<file path="config.mk">
export PLATFORM = sky130hd
export DESIGN_NAME = accel_spi_reader_flat
export DESIGN_NICKNAME = d
export VERILOG_FILES = /design/src/rtl/accel_pkg.sv /design/src/rtl/accel_spi_reader_if.sv /design/src/rtl/accel_spi_reader_shift.sv /design/src/rtl/accel_spi_reader.sv /design/src/flat_wrapper.sv
export SDC_FILE = /design/constraint.sdc
export NUM_CORES = 1
export LEC_CHECK = 0
export BUFFER_PORTS_ARGS = -buffer_cell sky130_fd_sc_hd__buf_2
export CORE_ASPECT_RATIO = 1.4
export CORE_UTILIZATION = 35
export CTS_CLUSTER_DIAMETER = 50
export DETAILED_ROUTE_END_ITERATION = 12
export RECOVER_POWER = 25
export REMOVE_ABC_BUFFERS = 1
export SLEW_MARGIN = 20
export SYNTH_ARGS = -nofsm -noshare
export SYNTH_HDL_FRONTEND = slang
export SYNTH_SLANG_ARGS = --single-unit
</file>
<file path="constraint.sdc">
create_clock -name clk -period 3 [get_ports clk]
set_input_delay 0.3 -clock clk [delete_from_list [all_inputs] [get_ports clk]]
set_output_delay 0.3 -clock clk [all_outputs]
set_load 0.01 [all_outputs]
</file>
<file path="src/rtl/accel_pkg.sv">
// ADXL345 register map, config values and FSM
// encoding shared by the SPI reader slice.
package accel_pkg;

  localparam logic [7:0] ADDR_DATA_FORMAT = 8'h31;
  localparam logic [7:0] ADDR_BW_RATE     = 8'h2C;
  localparam logic [7:0] ADDR_POWER_CTL   = 8'h2D;
  localparam logic [7:0] ADDR_DATAX0      = 8'h32;

  localparam logic [7:0] VAL_DATA_FORMAT  = 8'h04;
  localparam logic [7:0] VAL_BW_RATE      = 8'h0A;
  localparam logic [7:0] VAL_POWER_CTL    = 8'h08;

  localparam int CMD_R_BIT  = 7;
  localparam int CMD_MB_BIT = 6;

  localparam logic [5:0] WR_BITS = 6'd16;

  typedef enum logic [2:0] {
    RESET_WAIT,
    CFG_FMT,
    CFG_RATE,
    CFG_PWR,
    IDLE,
    READ
  } state_e;

  function automatic logic [7:0] burst_rd_cmd(
    input logic [7:0] addr
  );
    logic [7:0] c;
    c = addr;
    c[CMD_R_BIT]  = 1'b1;
    c[CMD_MB_BIT] = 1'b1;
    return c;
  endfunction

endpackage

</file>
<file path="src/rtl/accel_spi_reader_if.sv">
// SPI pins plus sample outputs of the
// accelerometer reader, bundled for the top.
interface accel_spi_reader_if #(
  parameter int DATA_WIDTH = 8
);
  logic                  spi_cs_n;
  logic                  spi_sclk;
  logic                  spi_mosi;
  logic                  spi_miso;
  logic [DATA_WIDTH-1:0] datax0;
  logic [DATA_WIDTH-1:0] datax1;
  logic [DATA_WIDTH-1:0] datay0;
  logic [DATA_WIDTH-1:0] datay1;
  logic                  data_valid;
  logic                  init_done;
  logic                  busy;

  modport master (
    output spi_cs_n, spi_sclk, spi_mosi,
    output datax0, datax1, datay0, datay1,
    output data_valid, init_done, busy,
    input  spi_miso
  );

  modport slave (
    input  spi_cs_n, spi_sclk, spi_mosi,
    input  datax0, datax1, datay0, datay1,
    input  data_valid, init_done, busy,
    output spi_miso
  );
endinterface

</file>
<file path="src/rtl/accel_spi_reader_shift.sv">
// Mode-3 SPI shifter: one CS frame of N bits,
// MSB-first TX, MISO shifted into an RX word.
module spi_shift_engine #(
  parameter int CLK_DIV = 25,
  parameter int RXW     = 32
) (
  input  logic           clk,
  input  logic           rst_n,
  input  logic           start_i,
  input  logic [5:0]     nbits_i,
  input  logic [15:0]    tx_i,
  input  logic           miso_i,
  output logic           cs_n_o,
  output logic           sclk_o,
  output logic           mosi_o,
  output logic [RXW-1:0] rx_o,
  output logic           done_o
);

  localparam int DW = $clog2(CLK_DIV);

  logic           act_q;
  logic           cs_q;
  logic           sclk_q;
  logic           mosi_q;
  logic [DW-1:0]  div_q;
  logic [6:0]     ph_q;
  logic [6:0]     last_q;
  logic [15:0]    tx_q;
  logic [RXW-1:0] rx_q;
  logic           wrap;
  logic [6:0]     ph_nx;

  // half-period boundary and final phase detect
  always_comb begin
    wrap   = act_q && (div_q == DW'(CLK_DIV - 1));
    ph_nx  = ph_q + 7'd1;
    done_o = wrap && (ph_q == last_q);
  end

  // phase 0 lead-in, odd phases SCLK low,
  // even phases SCLK high, last phase trail-out
  always_ff @(posedge clk) begin
    if (!rst_n) begin
      act_q  <= 1'b0;
      cs_q   <= 1'b1;
      sclk_q <= 1'b1;
      mosi_q <= 1'b0;
      div_q  <= '0;
      ph_q   <= '0;
      last_q <= '0;
      tx_q   <= '0;
      rx_q   <= '0;
    end else if (!act_q) begin
      if (start_i) begin
        act_q  <= 1'b1;
        cs_q   <= 1'b0;
        sclk_q <= 1'b1;
        mosi_q <= tx_i[15];
        tx_q   <= {tx_i[14:0], 1'b0};
        div_q  <= '0;
        ph_q   <= '0;
        last_q <= {nbits_i, 1'b1};
      end
    end else begin
      div_q <= wrap ? '0 : div_q + DW'(1);
      if (wrap) begin
        ph_q <= ph_nx;
        if (done_o) begin
          act_q  <= 1'b0;
          cs_q   <= 1'b1;
          sclk_q <= 1'b1;
          mosi_q <= 1'b0;
        end else if (ph_nx == last_q) begin
          sclk_q <= 1'b1;
        end else if (ph_nx[0]) begin
          sclk_q <= 1'b0;
          if (ph_nx != 7'd1) begin
            mosi_q <= tx_q[15];
            tx_q   <= {tx_q[14:0], 1'b0};
          end
        end else begin
          sclk_q <= 1'b1;
          rx_q   <= {rx_q[RXW-2:0], miso_i};
        end
      end
    end
  end

  assign cs_n_o = cs_q;
  assign sclk_o = sclk_q;
  assign mosi_o = mosi_q;
  assign rx_o   = rx_q;

endmodule

</file>
<file path="src/rtl/accel_spi_reader.sv">
// ADXL345 configure-then-poll reader: FSM,
// sample timer and glitch-free output bytes.
module accel_spi_reader
  import accel_pkg::*;
#(
  parameter int DATA_WIDTH    = 8,
  parameter int CLK_DIV       = 25,
  parameter int SAMPLE_PERIOD = 500000
) (
  input logic               clk,
  input logic               rst_n,
  accel_spi_reader_if.master bus
);

  localparam int GAP = 2 * CLK_DIV;
  localparam int CW  = $clog2(GAP);
  localparam int TW  = $clog2(SAMPLE_PERIOD);
  localparam int RXW = 4 * DATA_WIDTH;
  localparam logic [5:0] RD_BITS = 6'(8 + RXW);

  state_e              state_q, state_d;
  logic [CW-1:0]       cnt_q, cnt_d;
  logic                sent_q, sent_d;
  logic                pend_q, pend_d;
  logic [TW-1:0]       tmr_q, tmr_d;
  logic [DATA_WIDTH-1:0] x0_q, x1_q, y0_q, y1_q;
  logic                dv_q;
  logic                init_q;

  logic                tick;
  logic                gap_ok;
  logic                start;
  logic                again;
  logic [5:0]          nbits;
  logic [15:0]         tx;
  logic                eng_done;
  logic [RXW-1:0]      rx;
  logic                cs_n;
  logic                sclk;
  logic                mosi;

  assign tick   = tmr_q == TW'(SAMPLE_PERIOD - 1);
  assign gap_ok = cnt_q == CW'(GAP - 1);
  assign again  = pend_q | tick;

  // state register
  always_ff @(posedge clk) begin
    if (!rst_n) state_q <= RESET_WAIT;
    else        state_q <= state_d;
  end

  // next-state: walk the config writes,
  // then alternate IDLE/READ on timer ticks
  always_comb begin
    state_d = state_q;
    unique case (state_q)
      RESET_WAIT: if (gap_ok)   state_d = CFG_FMT;
      CFG_FMT:    if (eng_done) state_d = CFG_RATE;
      CFG_RATE:   if (eng_done) state_d = CFG_PWR;
      CFG_PWR:    if (eng_done) state_d = IDLE;
      IDLE:       if (tick)     state_d = READ;
      READ:       if (eng_done && !again)
                    state_d = IDLE;
      default:    state_d = RESET_WAIT;
    endcase
  end

  // per-state transaction word and launch
  always_comb begin
    tx    = '0;
    nbits = WR_BITS;
    unique case (state_q)
      CFG_FMT:  tx = {ADDR_DATA_FORMAT, VAL_DATA_FORMAT};
      CFG_RATE: tx = {ADDR_BW_RATE, VAL_BW_RATE};
      CFG_PWR:  tx = {ADDR_POWER_CTL, VAL_POWER_CTL};
      READ: begin
        tx    = {burst_rd_cmd(ADDR_DATAX0), 8'h00};
        nbits = RD_BITS;
      end
      default: tx = '0;
    endcase
    start = (state_q inside {CFG_FMT, CFG_RATE, CFG_PWR, READ})
         && !sent_q && gap_ok;
  end

  // gap counter saturates at GAP-1 while CS is
  // high; one tick may queue behind a read
  always_comb begin
    cnt_d  = cnt_q;
    sent_d = sent_q;
    pend_d = pend_q;
    tmr_d  = '0;
    if (!sent_q && !gap_ok) cnt_d = cnt_q + CW'(1);
    if (start) sent_d = 1'b1;
    if (state_q == READ && tick && sent_q) pend_d = 1'b1;
    if (eng_done) begin
      sent_d = 1'b0;
      cnt_d  = '0;
    end
    if (eng_done && state_q == READ) pend_d = 1'b0;
    if (state_q inside {IDLE, READ})
      tmr_d = tick ? '0 : tmr_q + TW'(1);
  end

  // sequencing registers
  always_ff @(posedge clk) begin
    if (!rst_n) begin
      cnt_q  <= '0;
      sent_q <= 1'b0;
      pend_q <= 1'b0;
      tmr_q  <= '0;
    end else begin
      cnt_q  <= cnt_d;
      sent_q <= sent_d;
      pend_q <= pend_d;
      tmr_q  <= tmr_d;
    end
  end

  // outputs move only on the CS-rise edge of
  // a read, so a sample is never half-updated
  always_ff @(posedge clk) begin
    if (!rst_n) begin
      x0_q   <= '0;
      x1_q   <= '0;
      y0_q   <= '0;
      y1_q   <= '0;
      dv_q   <= 1'b0;
      init_q <= 1'b0;
    end else begin
      dv_q <= eng_done && state_q == READ;
      if (eng_done && state_q == READ) begin
        x0_q <= rx[RXW-1 -: DATA_WIDTH];
        x1_q <= rx[RXW-1-DATA_WIDTH -: DATA_WIDTH];
        y0_q <= rx[2*DATA_WIDTH-1 -: DATA_WIDTH];
        y1_q <= rx[DATA_WIDTH-1:0];
      end
      if (eng_done && state_q == CFG_PWR)
        init_q <= 1'b1;
    end
  end

  spi_shift_engine #(
    .CLK_DIV (CLK_DIV),
    .RXW     (RXW)
  ) u_eng (
    .clk     (clk),
    .rst_n   (rst_n),
    .start_i (start),
    .nbits_i (nbits),
    .tx_i    (tx),
    .miso_i  (bus.spi_miso),
    .cs_n_o  (cs_n),
    .sclk_o  (sclk),
    .mosi_o  (mosi),
    .rx_o    (rx),
    .done_o  (eng_done)
  );

  assign bus.spi_cs_n   = cs_n;
  assign bus.spi_sclk   = sclk;
  assign bus.spi_mosi   = mosi;
  assign bus.busy       = ~cs_n;
  assign bus.datax0     = x0_q;
  assign bus.datax1     = x1_q;
  assign bus.datay0     = y0_q;
  assign bus.datay1     = y1_q;
  assign bus.data_valid = dv_q;
  assign bus.init_done  = init_q;

endmodule
</file>
<file path="src/flat_wrapper.sv">
// flat-port wrapper written by rule: the top's interface ports become plain ports
module accel_spi_reader_flat import accel_pkg::*;
#(
  parameter int DATA_WIDTH    = 8,
  parameter int CLK_DIV       = 25,
  parameter int SAMPLE_PERIOD = 500000
)
  (clk, rst_n, bus_spi_cs_n, bus_spi_sclk, bus_spi_mosi, bus_datax0, bus_datax1, bus_datay0, bus_datay1, bus_data_valid, bus_init_done, bus_busy, bus_spi_miso);
  accel_spi_reader_if #(.DATA_WIDTH(DATA_WIDTH)) bus_i ();
  input logic clk;
  input logic rst_n;
  output wire logic [$bits(bus_i.spi_cs_n)-1:0] bus_spi_cs_n;
  output wire logic [$bits(bus_i.spi_sclk)-1:0] bus_spi_sclk;
  output wire logic [$bits(bus_i.spi_mosi)-1:0] bus_spi_mosi;
  output wire logic [$bits(bus_i.datax0)-1:0] bus_datax0;
  output wire logic [$bits(bus_i.datax1)-1:0] bus_datax1;
  output wire logic [$bits(bus_i.datay0)-1:0] bus_datay0;
  output wire logic [$bits(bus_i.datay1)-1:0] bus_datay1;
  output wire logic [$bits(bus_i.data_valid)-1:0] bus_data_valid;
  output wire logic [$bits(bus_i.init_done)-1:0] bus_init_done;
  output wire logic [$bits(bus_i.busy)-1:0] bus_busy;
  input wire logic [$bits(bus_i.spi_miso)-1:0] bus_spi_miso;
  assign bus_spi_cs_n = bus_i.spi_cs_n;
  assign bus_spi_sclk = bus_i.spi_sclk;
  assign bus_spi_mosi = bus_i.spi_mosi;
  assign bus_datax0 = bus_i.datax0;
  assign bus_datax1 = bus_i.datax1;
  assign bus_datay0 = bus_i.datay0;
  assign bus_datay1 = bus_i.datay1;
  assign bus_data_valid = bus_i.data_valid;
  assign bus_init_done = bus_i.init_done;
  assign bus_busy = bus_i.busy;
  assign bus_i.spi_miso = bus_spi_miso;
  accel_spi_reader #(.DATA_WIDTH(DATA_WIDTH), .CLK_DIV(CLK_DIV), .SAMPLE_PERIOD(SAMPLE_PERIOD)) u_core (.clk(clk), .rst_n(rst_n), .bus(bus_i));
endmodule
</file>
## After elaboration in Yosys (flattened, before gate mapping)

Index checks and enable logic that the tools add are counted.

- Bits of input ports: 3
- Logic and storage cells: 128
- Flip-flop bits (word level): 135

- Eq/ne operators: 26
- Reduce and logical (&&, ||, !) cells: 27
- Bitwise logic cells: 8
- Multiplexer cells: 43
- $add $sub $neg: 4

Operators with widths:

| cell | count |
|---|---|
| 16-bit 2-to-1 mux | 7 |
| 16-bit one-hot mux with 4 select lines | 1 |
| 1-bit 2-to-1 mux | 21 |
| 7-bit 2-to-1 mux | 3 |
| 2-bit by 1-bit inequality test with 1-bit output, second input constant | 10 |
| 19-bit by 1-bit adder with 19-bit output, second input constant | 1 |
| 19-bit equality test, second input constant | 1 |
| 3-bit 2-to-1 mux | 6 |
| 3-bit one-hot mux with 6 select lines | 1 |
| 5-bit 2-to-1 mux | 3 |
| 7-bit equality test | 2 |
| 6-bit AND reduction | 2 |
| 1-bit logical AND | 10 |
| 5-bit AND reduction | 2 |
| 7-bit by 1-bit adder with 7-bit output, second input constant | 1 |
| 7-bit by 1-bit inequality test with 1-bit output, second input constant | 1 |
| 1-bit NOT | 7 |
| 6-bit by 1-bit adder with 6-bit output, second input constant | 1 |
| 3-bit by 2-bit equality test with 1-bit output, second input constant | 2 |
| 3-bit equality test, second input constant | 2 |
| 6-bit equality test, second input constant | 1 |
| 6-bit 2-to-1 mux | 1 |
| 3-bit by 1-bit inequality test with 1-bit output, second input constant | 2 |
| 5-bit by 1-bit adder with 5-bit output, second input constant | 1 |
| other kinds (13) | 19 |

## Longest topological paths before layout

Gate-level depths: netlist (run 1).

- Depth after elaboration: 8
- Depth in mapped cells: 11
- Gate-level depth less buffers: 9

## By module

Synthesis (run 1) repeated with hierarchy kept, for this count alone.

- Cell total of the unflattened synthesis: 607
- Area total of the unflattened synthesis: 5783.0 um2

By module, submodules not included:

| module | instances | cells each | seq. area each (um2) | area an instance (um2) |
|---|---|---|---|---|
| spi_shift_engine | 1 | 358 | 1401.3 | 3328.2 |
| accel_spi_reader | 1 | 249 | 1281.2 | 2454.9 |

## Worst setup path after synthesis (run 1)

Ideal clock, no wire load.

- Path type: register to register
- Start: reg u_core.u_eng.ph_q[1]
- End: reg u_core.u_eng.rx_q[12], in the netlist u_core.u_eng.rx_o[12]
- Buffers on the path: 2
- Setup slack: 647 ps
- Data arrival time: 2226 ps
- Setup time: 128 ps
- Data required time: 2872 ps
- Cell stages (with the launch flop): 11
- Cells stage by stage: dfxtp_1 -> ha_1 -> nand3_1 -> xnor2_1 -> nand3_1 -> a31oi_2 -> or4_4 -> buf_6 -> buf_12 -> mux2i_1 -> nor2_1

- Longest elaborated chain between the ends: 4

Ends and longest elaborated chain:

| item | line | text |
|---|---|---|
| start: declaration | accel_spi_reader_shift.sv:27 | `logic [6:0] ph_q;` |
| start signal: assignment | accel_spi_reader_shift.sv:68 | `ph_q <= ph_nx;` |
| 7-bit by 1-bit adder with 7-bit output or 7-bit equality test (tied branches) | accel_spi_reader_shift.sv:37, accel_spi_reader_shift.sv:38 |  |
| 7-bit equality test or 1-bit logical AND (tied branches) | accel_spi_reader_shift.sv:74, accel_spi_reader_shift.sv:38 |  |
| 1-bit NOT (no line) | - |  |
| 5-bit AND reduction (no line) * | - |  |
| end signal: assignment | accel_spi_reader_shift.sv:84 | `rx_q <= {rx_q[RXW-2:0], miso_i};` |
| end: declaration | accel_spi_reader_shift.sv:30 | `logic [RXW-1:0] rx_q;` |

Every way passes the cells marked *; elsewhere a longest branch is shown, timed or not.
A chain may end at the register's enable or synchronous reset.

## Final worst setup path (run 1)

- Start: reg u_core.u_eng.ph_q[0]
- End: reg u_core.u_eng.rx_q[22], in the netlist u_core.u_eng.rx_o[22]

The elaborated chain is that of the path after synthesis.

==> results_dict.tcl, run 1 <==
set metrics [dict create \
    status "finished clean" \
    setup_viol 0 \
    register_area_um2 2580 \
    clock-root-buffer "clkbuf_16" \
    yosys_most_used_dff "dfxtp_1" \
    grt_setup_unrepaired "no" \
    yosysSeqAreaShare_pct 48.1 \
    grt_pass1_vias 3980 \
    antenna_left 0 \
    path_clk_slew_ps 70 \
    gp_congestion 0.779 \
    clock-sinks 129 \
    via_per_inst 5.02 \
    post-dp-hpwl_um 7020 \
    finalHoldViolCount 0 \
    synth_top_area_share_pct 48.1 \
    multi_input_area_um2 2530 \
    fin_crit_sh_pct 92.5 \
    routed_wirelength_um 10600 \
    ys_async_sr_fraction_pct 0 \
    synthCells 576 \
    power_mw 3.90 \
    port_buffers 40 \
    placed_area_um2 5680 \
    layoutNonFillerInstCount 815 \
    core-area_um2 15000 \
    grt_use_total_pct 14.5 \
    die_w_um 107 \
    clkLatencyLatePin_ps 420 \
    place_inst 783 \
    tritoncts "done" \
    worst_slew_pin_slew_ps 717 \
    yosysTopAreaCell "dfxtp_1" \
    drv_slew 0 \
    dr_total_vias 4094 \
    yosys-top-cells-area "dfxtp_1 (48%), mux2i_1 (7.1%), nor2_1 (6.4%), a22o_1 (5.2%), nand2_1 (2.9%)" \
    clock.fmax_mhz 360 \
    required_ps 3290 \
    numCtsBuffers 17 \
    path_class "flop to flop" \
    htreeDepth 4 \
    critPathCaptureType "flop" \
    power.density_nw_per_um2 624 \
    cts.path.max_buffers 2 \
    yosys.cell_types.count 59 \
    path_max_fanout 32 \
    dr.pass1.iters 4 \
    fillers 1545 \
    hp-class "primary input to flop" \
    synth_area_um2 5360 \
    rows 53 \
    final_nets 620 \
    area_growth_pct 16.4 \
    antenna_found_initial 0 \
    irDropWorstVdd_mv 0.442 \
    fin_area_um2 6250 \
    dr.first_iter.drc_count 168 \
    slew_headroom_pct 52.0 \
    ys_top_cells_by_count "dfxtp_1 (129), nor2_1 (92), nand2_1 (42), mux2i_1 (38), a22o_1 (32)" \
    grt_pass1_wl_um 18400 \
    wl_per_cell_um 13.1 \
    layout_min_cycle_time_ps 2780 \
    p_leak_nw 2.50 \
    dieArea_um2 15800 \
    whs_ps 145 \
    drv_cap 0 \
    antenna_cells 0 \
    drc 0 \
    drive_above_1_share_pct 8.67 \
    rrSetupSlack_ps 220 \
    synth_most_common_cell "dfxtp_1" \
    ys_ff_latch 129 \
    grt.overflow.total 0 \
    ys_warn_count 0 \
    synth_edf_count 0 \
    grt_start_max_net_pins 42 \
    ios 41 \
    finalClockSkew_ps 10.4 \
    start_kind "flop" \
    initial_core_util_pct 35.8 \
    chipHeight_um 148 \
    avgSynthCellArea_um2 9.31 \
    arrival_ps 3070 \
]
per-layer routing:
metal | global-route usage (%) | vias up | share of wire, %
met3 | 3.81 | 18 | 2.9
li1 | - | 2097 | -
met5 | 0 | - | 0
met2 | 24.5 | 58 | 49
met1 | 16.8 | 1921 | 46
met4 | 6.99 | 0 | 2.2
final cells by class:
type | count | area share (%)
Clock buffer | 17 | 6.81
Clock inverter | 15 | 3.00
Inverter | 15 | 0.901
Multi-Input combinational cell | 398 | 40.6
Sequential cell | 129 | 41.3
Tap cell | 192 | 3.85
Timing Repair Buffer | 49 | 3.53
cell families after synthesis:
logic type | count (synthesis) | synth area share, %
compound gates | 107 | 14.7
xor+xnor | 26 | 4.25
fa+ha+maj | 7 | 1.63
buf+inv | 49 | 4.78
flops | 129 | 48.1
mux | 38 | 7.09
simple gates | 220 | 19.4
power breakdown:
| part | internal [mW] | total [mW] | switching [mW] |
|---|---|---|---|
| Clock | 1.27 | 2.14 | 0.864 |
| Sequential | 1.72 | 1.72 | 0.00321 |
| Combinational | 0.00911 | 0.0405 | 0.0314 |
| Total | 3.00 | 3.90 | 0.899 |
path summary, 6_finish.rpt:
kind,start,to,depth (start not counted)
worst max register to register,u_core.u_eng.ph_q[0],u_core.u_eng.rx_o[22],8
worst max-delay path,u_core.u_eng.ph_q[0],u_core.u_eng.rx_o[22],8
worst min register to register,u_core.tmr_q[0],u_core.tmr_q[0],1
worst min-delay path,bus_spi_miso,u_core.u_eng.rx_o[0],3
placed cells by master, fill, tap and decap left out, types with 3 or more instances in the layout:
| cell | netlist | routed |
|---|---|---|
| o211ai_1 | 4 | 4 |
| inv_8 | 0 | 6 |
| and3_1 | 7 | 7 |
| nor2_1 | 92 | 93 |
| inv_6 | 0 | 6 |
| o21a_1 | 3 | 3 |
| and2_1 | 8 | 7 |
| nor4_1 | 4 | 4 |
| a22o_1 | 32 | 32 |
| mux2i_1 | 38 | 38 |
| inv_1 | 14 | 14 |
| a31oi_1 | 4 | 4 |
| buf_4 | 0 | 9 |
| a21oi_1 | 15 | 14 |
| xor2_1 | 12 | 12 |
| or3_1 | 5 | 5 |
| clkbuf_1 | 22 | 38 |
| nand4_1 | 6 | 6 |
| dfxtp_1 | 129 | 129 |
| nand4b_1 | 3 | 3 |
| o31ai_1 | 4 | 4 |
| nand3_1 | 21 | 21 |
| ha_1 | 7 | 6 |
| nand2_1 | 42 | 42 |
| a22oi_1 | 3 | 3 |
| o21ai_0 | 18 | 18 |
| nand2b_1 | 5 | 5 |
| nor3_1 | 10 | 9 |
| clkbuf_16 | 0 | 17 |
| xnor2_1 | 14 | 14 |
what timing repair did:
item | 4_1_cts | 5_1_grt
endpoints found under the hold margin | 0 | 0
gates resized for setup | 0 | 1
setup buffers | 0 | 0
hold buffers | 0 | 0
setup endpoints to repair | 0 | 6
per-stage QoR:
stage	TNS (ps)	util [%]	setup WS, ps
3_3_place_gp	0	37.9	286
2_1_floorplan	-17230	-	-523
6_report	0	41.7	225
3_5_place_dp	0	37.9	207
5_1_grt	0	41.7	54.1
4_1_cts	0	42.0	173
flip-flops by register name, indices dropped and copies added, names as in the netlist, 5 cells and up:
register / cells
u_core.bus.datay1: 8
u_core.u_eng.rx_o: 32
u_core.bus.datay0: 8
u_core.bus.datax0: 8
u_core.u_eng.tx_q: 14
u_core.bus.datax1: 8
u_core.cnt_q: 6
u_core.u_eng.ph_q: 7
u_core.tmr_q: 19
u_core.u_eng.div_q: 5
critical path, stage by stage (launching register included):
cell and delay (ps):
dfxtp_1 510, ha_2 320, nand3_1 190, xnor2_1 200, nand3_1 110, a31oi_2 150
or4_4 820, mux2i_1 260, nor2_1 60
Note: power is estimated with default switching activity, not from simulation.
==> inputs of run 2 (changes only) <==
==> constraint.sdc (replaced) <==
create_clock -name clk -period 3 [get_ports clk]
set_input_delay 0.15 -clock clk [delete_from_list [all_inputs] [get_ports clk]]
set_output_delay 0.15 -clock clk [all_outputs]
set_load 0.01 [all_outputs]
==> run 2 against run 1 <==
Compared with the run above: die area is the same; global-route usage barely moved; non-clock buffer count is 1 higher; critical path depth is the same; register-to-register slack is essentially flat; design area is 0.16% higher; critical endpoint unchanged.
==> results_dict.tcl, run 2 (same netlist as run 1, synthesis figures left out) <==
set metrics [dict create \
    numCtsBuffers 17 \
    rows 53 \
    area_growth_pct 16.6 \
    place_inst 783 \
    slew_headroom_pct 52.0 \
    dieArea_um2 15800 \
    path_class "flop to flop" \
    antenna_found_initial 0 \
    final_nets 621 \
    drive_above_1_share_pct 8.65 \
    finalHoldViolCount 0 \
    setup_viol 0 \
    clock-sinks 129 \
    chipHeight_um 148 \
    path_max_fanout 32 \
    htreeDepth 4 \
    r2r-end "u_core.u_eng.rx_o[22]" \
    largest_register_ffs 32 \
    ff2ff_path_depth 8 \
    drv_cap 0 \
    irDropWorstVdd_mv 0.442 \
    post-route-util_pct 41.7 \
    drc 0 \
    whs_ps 215 \
    routed_wirelength_um 10600 \
    layoutNonFillerInstCount 816 \
    dr_total_vias 4089 \
    critPathCaptureType "flop" \
    mostFrequentLayoutCells "dfxtp_1 (129), nor2_1 (93), nand2_1 (42)" \
    hold_path_startpoint "rst_n" \
    clock.fmax_mhz 360 \
    multi_input_area_um2 2530 \
    start_kind "flop" \
    grt_pass1_vias 3990 \
    fillers 1544 \
    register_area_um2 2580 \
    path_clk_slew_ps 70 \
    antenna_left 0 \
    clock-root-buffer "clkbuf_16" \
    p_leak_nw 2.50 \
    clkLatencyLatePin_ps 420 \
    rrSetupSlack_ps 230 \
    rr_startpoint "u_core.u_eng.ph_q[0]" \
    placed_area_um2 5680 \
    fin_crit_sh_pct 92.5 \
    post-dp-hpwl_um 7020 \
    dr.first_iter.drc_count 163 \
    status "finished clean" \
    cts.path.max_buffers 2 \
    setup_tns_ps 0 \
    ios 41 \
    required_ps 3290 \
    tritoncts "done" \
    grt_start_max_net_pins 42 \
    power.density_nw_per_um2 623 \
    grt_pass1_wl_um 18400 \
    layout_min_cycle_time_ps 2770 \
    arrival_ps 3070 \
    grt.overflow.total 0 \
    min_to "u_core.u_eng.last_q[0]" \
    via_per_inst 5.01 \
    core-area_um2 15000 \
    hp-class "primary input to flop" \
    worst_slew_pin_slew_ps 717 \
    gp_congestion 0.779 \
    grt_setup_unrepaired "no" \
    layout_commonest_cell "dfxtp_1" \
    grt_use_total_pct 14.5 \
    initial_core_util_pct 35.8 \
    fin_area_um2 6260 \
    wl_per_cell_um 13.0 \
    dr.pass1.iters 4 \
    port_buffers 40 \
    finalClockSkew_ps 10.5 \
    antenna_cells 0 \
    die_w_um 107 \
    min_path_cells 3 \
    drv_slew 0 \
]
-- run 2: cell count changes in the layout (fill, tap and decap cells not counted) --
cell	previous run	this run
dlygate4sd3_1	0	1
-- run 2: critical path: stages (launching register included) --
cell and delay (ps):
dfxtp_1 510, ha_2 320, nand3_1 190, xnor2_1 200, nand3_1 110, a31oi_2 150
or4_4 820, mux2i_1 260, nor2_1 60
-- run 2: per-layer routing --
metal	routed length [um]	track usage [%]	vias up
met5	0	0	-
met2	5210	24.6	58
met1	4950	16.8	1913
met3	256	3.81	18
met4	221	6.99	0
li1	-	-	2100
-- run 2: layout make-up --
| class | count | share of cell area [%] |
|---|---|---|
| clock inverter | 15 | 3.00 |
| inverter | 15 | 0.900 |
| clock buffer | 17 | 6.80 |
| multi-input combinational | 398 | 40.5 |
| sequential | 129 | 41.3 |
| timing repair buffer | 50 | 3.68 |
| tap | 192 | 3.84 |
-- run 2: timing repair --
action,in CTS,in global routing
gates resized for setup,0,1
hold buffers,1,0
hold endpoints to repair,1,0
setup buffers,0,0
endpoints found under the setup margin,0,6
-- run 2: where the power goes --
group / leakage, nW / internal (mW) / switching, mW
clock: 0.301 / 1.27 / 0.866
combinational: 1.16 / 0.00995 / 0.0315
sequential: 1.04 / 1.72 / 0.00321
-- run 2: worst max path at each step --
stage	from	to	slack, ps	cells past startpoint
global placement	u_core.u_eng.ph_q[0]	u_core.u_eng.rx_o[0]	290	8
floorplan	u_core.u_eng.act_q	u_core.bus.datax0[0]	-520	5
global route	u_core.u_eng.ph_q[0]	u_core.u_eng.rx_o[19]	50	8
finish	u_core.u_eng.ph_q[0]	u_core.u_eng.rx_o[22]	230	8
detailed placement	u_core.u_eng.ph_q[0]	u_core.u_eng.rx_o[22]	210	8
CTS	u_core.u_eng.ph_q[0]	u_core.u_eng.rx_o[22]	170	8
-- run 2: metrics by stage --
step	worst slack, ps	total power [mW]
2_1_floorplan	-523	1.78
3_3_place_gp	286	1.80
3_5_place_dp	207	1.80
4_1_cts	173	3.95
5_1_grt	54.1	4.04
6_report	225	3.90
